`config.mk`:
```
export PLATFORM = sky130hd
export DESIGN_NAME = tram_prot_strobe
export DESIGN_NICKNAME = d
export VERILOG_FILES = /design/src/rtl/tram_prot_strobe.sv
export SDC_FILE = /design/constraint.sdc
export NUM_CORES = 1
export LEC_CHECK = 0
export ABC_AREA = 1
export BUFFER_PORTS_ARGS = -buffer_cell sky130_fd_sc_hd__buf_4
export CAP_MARGIN = 25
export CORE_ASPECT_RATIO = 1.4
export CORE_UTILIZATION = 35
export DETAILED_ROUTE_END_ITERATION = 8
export PLACE_DENSITY = 0.7
export SLEW_MARGIN = 5
export SYNTH_ARGS = -nofsm -noshare
export SYNTH_HDL_FRONTEND = slang
export SYNTH_SLANG_ARGS = --single-unit
```
`constraint.sdc`:
```
create_clock -name clk -period 1.97 [get_ports clk]
set_input_delay 0.197 -clock clk [delete_from_list [all_inputs] [get_ports clk]]
set_output_delay 0.197 -clock clk [all_outputs]
set_load 0.01 [all_outputs]
```
`src/rtl/tram_prot_strobe.sv`:
```
// tram_prot_strobe: front end of the Mr. Do secret_pal protection model.
// Stalls Z80 writes into the TRAM window until the video timing allows the
// PAL to be clocked (vblank, or hcnt[2:0]==0), then emits one PAL clock
// enable with the captured write byte when the write ends. Also returns the
// masked PAL output on reads of the protection port.
module tram_prot_strobe #(
    parameter logic [15:0] TRAM_BASE = 16'h8000,
    parameter logic [15:0] TRAM_MASK = 16'hF000,
    parameter logic [15:0] PROT_ADDR = 16'h9803,
    parameter logic [7:0]  READ_MASK = 8'h7E,
    parameter int          WAIT_MAX  = 64
) (
    input  logic        clk,
    input  logic        reset,
    input  logic [15:0] cpu_addr,
    input  logic [7:0]  cpu_dout,
    input  logic        cpu_wr,
    input  logic        cpu_rd,
    input  logic [8:0]  hcnt,
    input  logic        vbl,
    output logic        cpu_wait_n,
    output logic        pal_clk_en,
    output logic [7:0]  pal_data,
    input  logic [7:0]  pal_q,
    output logic [7:0]  prot_dout,
    output logic        prot_hit,
    output logic        timeout_err
);

    localparam int CNT_W = (WAIT_MAX > 1) ? $clog2(WAIT_MAX) : 1;
    localparam logic [CNT_W-1:0] CNT_LAST = CNT_W'(WAIT_MAX - 1);

    typedef enum logic [1:0] {
        S_IDLE,
        S_WAIT,
        S_ACTIVE
    } state_t;

    state_t           state;
    logic [CNT_W-1:0] wait_cnt;
    logic             wr_prev;

    logic tram_hit;
    logic wr_start;
    logic release_cond;

    assign tram_hit     = ((cpu_addr & TRAM_MASK) == TRAM_BASE);
    assign wr_start     = cpu_wr & ~wr_prev;
    assign release_cond = vbl | (hcnt[2:0] == 3'b000);
    assign prot_hit     = cpu_rd & (cpu_addr == PROT_ADDR);

    // Only the low three counter bits matter for the PAL clock slot.
    logic unused_hcnt;
    assign unused_hcnt = ^hcnt[8:3];

    // Write-stall FSM: capture, hold WAIT, release, then strobe on write end.
    always_ff @(posedge clk) begin
        if (reset) begin
            state       <= S_IDLE;
            wait_cnt    <= '0;
            wr_prev     <= 1'b0;
            cpu_wait_n  <= 1'b1;
            pal_clk_en  <= 1'b0;
            pal_data    <= 8'h00;
            timeout_err <= 1'b0;
        end else begin
            // NOTE: every register here uses <= so all of them update from the
            // same pre-edge values; a blocking '=' would let later lines see
            // this cycle's new state and silently change the timing.
            wr_prev    <= cpu_wr;
            pal_clk_en <= 1'b0;
            case (state)
                S_IDLE: begin
                    if (wr_start && tram_hit) begin
                        pal_data   <= cpu_dout;
                        wait_cnt   <= '0;
                        cpu_wait_n <= 1'b0;
                        state      <= S_WAIT;
                    end
                end
                S_WAIT: begin
                    // A genuine release wins over the timeout when both occur.
                    if (release_cond) begin
                        cpu_wait_n <= 1'b1;
                        state      <= S_ACTIVE;
                    end else if (wait_cnt == CNT_LAST) begin
                        cpu_wait_n  <= 1'b1;
                        timeout_err <= 1'b1;
                        state       <= S_ACTIVE;
                    end else begin
                        wait_cnt <= wait_cnt + CNT_W'(1);
                    end
                end
                S_ACTIVE: begin
                    // Strobe once the CPU has finished its write cycle; a write
                    // that already dropped during WAIT strobes on the first
                    // ACTIVE cycle.
                    if (!cpu_wr) begin
                        pal_clk_en <= 1'b1;
                        state      <= S_IDLE;
                    end
                end
                default: begin
                    cpu_wait_n <= 1'b1;
                    state      <= S_IDLE;
                end
            endcase
        end
    end

    // Protection port read data, registered one cycle after the access.
    always_ff @(posedge clk) begin
        if (reset) begin
            prot_dout <= 8'h00;
        end else if (prot_hit) begin
            prot_dout <= pal_q & READ_MASK;
        end
    end

endmodule

```
After elaboration in Yosys (flattened, before gate mapping):

Cells that the tools add are included.

* bits in registers: 26
* output and inout bits: 20
* bits of input ports: 46
* word-level logic and storage cells: 49

* reduce and logical (&&, ||, !) cells: 10
* mux-type cells: 14
* bitwise logic cells: 6
* equality and inequality tests: 10
* $add $sub $neg: 1

Operators with widths (number)
* 6-bit 2-to-1 mux: 3
* 16-bit equality test (second input constant): 1
* 6-bit one-hot mux with 2 select lines: 1
* 3-bit AND reduction: 3
* 2-bit 2-to-1 mux: 4
* 2-bit != test (second input constant): 4
* 6-bit by 1-bit adder with 6-bit output (second input constant): 1
* 6-bit equality test (second input constant): 1
* 2-bit one-hot mux with 3 select lines: 1
* 4-bit equality test (second input constant): 1
* 1-bit 2-to-1 mux: 4
* 4-bit AND reduction: 1
* 3-bit logical NOT: 1
* 3-bit != test (second input constant): 1
* 1-bit NOT: 3
* 1-bit one-hot mux with 3 select lines: 1
* 1-bit AND: 2
* 2-bit by 1-bit equality test with 1-bit output (second input constant): 1
* 2-bit equality test (second input constant): 1
* 2-bit logical NOT: 1
* 2-bit AND reduction: 1
* 2-bit nonzero test: 1
* 2-bit OR reduction: 1
* 1-bit logical AND: 1
* 1-bit OR: 1

Longest topological paths before layout:

* depth in word-level cells: 5
* mapped depth: 8
* depth with buffers taken out: 8

Worst setup path after synthesis:

Ideal clock, no wire load.

* path type: register to register
* start point: register wait_cnt[0]
* end point: register wait_cnt[0]
* required time: 1.849 ns
* path buffers: 0
* setup time: 0.121 ns
* stages on the path, launching flop included: 7
* arrival: 1.099 ns
* period minus slack after synthesis: 1.220 ns
* slack: 0.750 ns
* cell sequence: dfxtp_1 -> ha_1 -> nand3_1 -> nor2_1 -> nor2_2 -> o21ai_0 -> a21oi_1

* cells in the longest elaborated chain, start to end: 4
* elaborated cells on any way between the ends: 7
* classes of those cells: 1 x add/sub; 2 x eq/ne; 3 x mux; 1 x reduce/logical

RTL lines
* start: declaration: line 40 `logic [CNT_W-1:0] wait_cnt;`
* start signal: assignment: line 91 `wait_cnt <= wait_cnt + CNT_W'(1);`
* 6-bit by 1-bit adder with 6-bit output: line 91
* 6-bit 2-to-1 mux: line 86 `end else if (wait_cnt == CNT_LAST) begin`
* 6-bit 2-to-1 mux: line 83 `if (release_cond) begin`
* 6-bit one-hot mux with 2 select lines: line 72 `case (state)`

Parallel ways exist; a longest one is shown, timed or not. The select of a mux whose other input is x is not followed.
A chain may end at the register's enable or synchronous reset.

Worst setup path in the final report:

Same ends and word-level chain as after synthesis.

==> results by group <==
Place
  – Placed standard-cell area: 1700 um^2
  – Final weighted congestion in routability-driven placement: 0.823
  – DP Cell Count: 274
  – Worst setup slack before clock tree synthesis: 603 ps
  – Count of buffers from port buffering: 55
  – Placed wire-length estimate: 2.08 mm

Finish
  – Ratio of cells with drive above 1 in the final layout: 29.4%
  – Area of all placed cells without fillers: 1770 um^2
  – Number of inserted filler cells in the final layout: 346
  – Antenna diode count: 0
  – Layout overhead on the synthesized area: 39.2%
  – Number of nets in the layout: 286
  – Final design utilization: 52.0%
  – Non-filler instance count after layout: 278

Synth
  – Flop and latch count out of synthesis: 26
  – Commonest cells in the netlist: 39 x sky130_fd_sc_hd__nor2_1, 26 x sky130_fd_sc_hd__dfxtp_1, 26 x sky130_fd_sc_hd__nand2_1, 25 x sky130_fd_sc_hd__inv_1
  – Number of enable-type register cells in the synthesized netlist: 0
  – Most common flop cell mapped by yosys: sky130_fd_sc_hd__dfxtp_1
  – Cells taking the most area after synthesis: sky130_fd_sc_hd__dfxtp_1 41%, sky130_fd_sc_hd__nor2_1 12%, sky130_fd_sc_hd__nand2_1 7.7%, sky130_fd_sc_hd__inv_1 7.4%, sky130_fd_sc_hd__nand3_1 5.5%
  – Synthesized instance count: 184
  – Syn Area/Cell: 6.92 um^2
  – Cell with the most instances after synthesis: sky130_fd_sc_hd__nor2_1
  – Proportion of netlist area held by the largest area contributor: 40.9%
  – Synth warn: 0
  – Cell area after technology mapping: 1270 um^2
  – Library cells used by synthesis: 27
  – Asr flop ratio synth: 0%
  – Leading area contributor after synthesis: sky130_fd_sc_hd__dfxtp_1
  – Sequential fraction of the synthesis area: 40.9%

Hold path
  – Hold endpoint: pal_clk_en$_SDFF_PP0_
  – Cell depth of the worst hold path: 2
  – Worst min path class: in2reg
  – HP Start: cpu_wr

Clocking
  – Max Buffers Root-to-Sink: 2
  – Number of buffers added by the clock tree synthesis step: 3
  – Clock tree from TritonCTS: yes
  – Number of cells upsized or downsized after cts: 0
  – Clk Latency, worst-skew pair: 260 ps
  – Total of hold buffers inserted after clock tree synthesis: 0
  – Buffers inserted during post-CTS setup optimization: 0
  – Clock transition time at the flip-flop clock pins of the worst setup and hold paths: 90 ps
  – Total number of H-tree levels: 1
  – Clock tree sinks: 26
  – CTS Root Buffer Type: sky130_fd_sc_hd__clkbuf_8

Global routing
  – Number of global-route vias before repair: 1158
  – Initial antenna violation count: 0
  – Global Route Usage Sum: 15.4%
  – First-pass GRT wire length: 4.60 mm
  – Largest net degree at the start of global routing: 17
  – Global route total overflow: 0

Worst setup path
  – Critical path's slowest cell: sky130_fd_sc_hd__dfxtp_1
  – Class of the most critical setup path: reg2reg
  – Cells along the critical path: ha_1, nand3_1, nor2_1, nor2_2, o21ai_0, a21oi_1
  – Worst reg2reg setup slack: 590 ps
  – Arrival time of data at the critical path endpoint: 1540 ps
  – Category of the worst setup path launch point: flop
  – CP Max Fanout: 4
  – Worst path buffer plus inverter count: 0
  – Cell family with most CP delay: simple AND/OR/NAND/NOR gates
  – Endpoint of the most critical register-to-register path: wait_cnt[0]$_SDFFE_PP0P_
  – Kind of end point of the critical path: flop
  – Cell count of the worst reg-to-reg path: 6
  – Max incr delay on CP: 370 ps
  – Reg-to-reg startpoint: wait_cnt[0]$_SDFFE_PP0P_
  – Number of cells on the critical path: 6
  – Required @ worst endpoint: 2130 ps

Power and ir drop
  – Maximum vdd ir drop: 0.487 mV
  – Static leakage: 0.824 nW
  – Total power divided by cell area: 608 nW/um^2
  – Tot Pwr: 1.08 mW

Drt
  – Routed length per instance: 9.79 um
  – Via density per instance: 4.51
  – Via total after detailed routing: 1255
  – Wirelength, routed: 2.72 mm
  – Number of iterations in the first detailed-routing pass: 4
  – Residual DRC count: 0
  – Number of antenna-violating nets in the routed design: 0
  – Iter 0 DRT Violations: 35

STA
  – Number of pins exceeding their max-slew limit in the final report: 0
  – Worst-case setup margin in the final layout: 592 ps
  – Setup TNS Final: 0 ps
  – Final period util: 70.0%
  – Worst hold slack: 104 ps
  – Final min period: 1380 ps
  – Endpoints failing hold: 0
  – Unrepaired setup endpoints after global routing: no
  – Maximum achievable frequency: 0.726 GHz
  – Setup-failing EPs final: 0
  – Setup clock skew after layout: 0.927 ps

Floorplanning
  – Core area: 3410 um^2
  – Placement Rows: 25
  – Die X: 53.0 um
  – Vertical die dimension: 73.3 um
  – Initial cell density of the core: 37.3%
  – Floorplan die area: 3880 um^2
  – IO Pins: 66

Run status
  – Run status: finished clean

Job
  – Count of max-cap constraint violations: 0
[area by class of cell]
cell class | instances | area (um^2) | share of cell area [%]
repair buffers | 55 | 413 | 23.3
clock buffers | 3 | 41.3 | 2.33
multi-input cells | 126 | 616 | 34.7
flip-flops and latches | 26 | 520 | 29.4
clock inverters | 1 | 30.0 | 1.69
inverters | 27 | 101 | 5.72
well taps | 40 | 50.0 | 2.82
[routing by layer]
metal,global-route usage [%],wire (um)
met3,2.90,136
met4,5.85,24
met5,0,0
met2,28.3,1430
met1,17.0,1130
[sequential cells by signal, indices dropped and copies added (netlist names)]
register,cells
pal_data,8
prot_dout,6
wait_cnt,6
pal_clk_en,1
cpu_wait_n,1
state,2
timeout_err,1
wr_prev,1
[cells in the final DEF (no fill, tap or decap), drive strengths merged]
master,n
buf,55
nor2,43
inv,27
nand2,26
dfxtp,26
nand3,16
o21ai,16
a21oi,10
nor3b,3
clkbuf,3
nor3,3
nand3b,2
conb,2
nand4,2
and2,1
a31oi,1
ha,1
bufinv,1
[report_power, final]
group	total (mW)	switching [mW]	leakage (nW)	internal, mW
logic	0.112	0.0471	0.579	0.0644
registers	0.533	0.00308	0.210	0.530
clock network	0.432	0.161	0.0357	0.272
[worst max path at each step]
stage,slack [ps],start,end
4_1_cts,580,wait_cnt[0]$_SDFFE_PP0P_,wait_cnt[0]$_SDFFE_PP0P_
6_report,590,wait_cnt[0]$_SDFFE_PP0P_,wait_cnt[0]$_SDFFE_PP0P_
3_5_place_dp,600,wait_cnt[0]$_SDFFE_PP0P_,wait_cnt[0]$_SDFFE_PP0P_
5_1_grt,490,wait_cnt[0]$_SDFFE_PP0P_,wait_cnt[0]$_SDFFE_PP0P_
3_3_place_gp,600,cpu_addr[14],prot_dout[6]$_SDFFE_PP0P_
2_1_floorplan,750,wait_cnt[0]$_SDFFE_PP0P_,wait_cnt[0]$_SDFFE_PP0P_
[cells by family (layout without fill, tap and decap cells)]
group	after synthesis	in the layout	synth area share, %
compound gates	27	27	11.0
fa+ha+maj	1	1	0.983
buf+inv	33	86	11.0
flops	26	26	40.9
other cells	1	2	0.295
simple gates	96	96	35.8
Power figures use the tool's default switching activity.
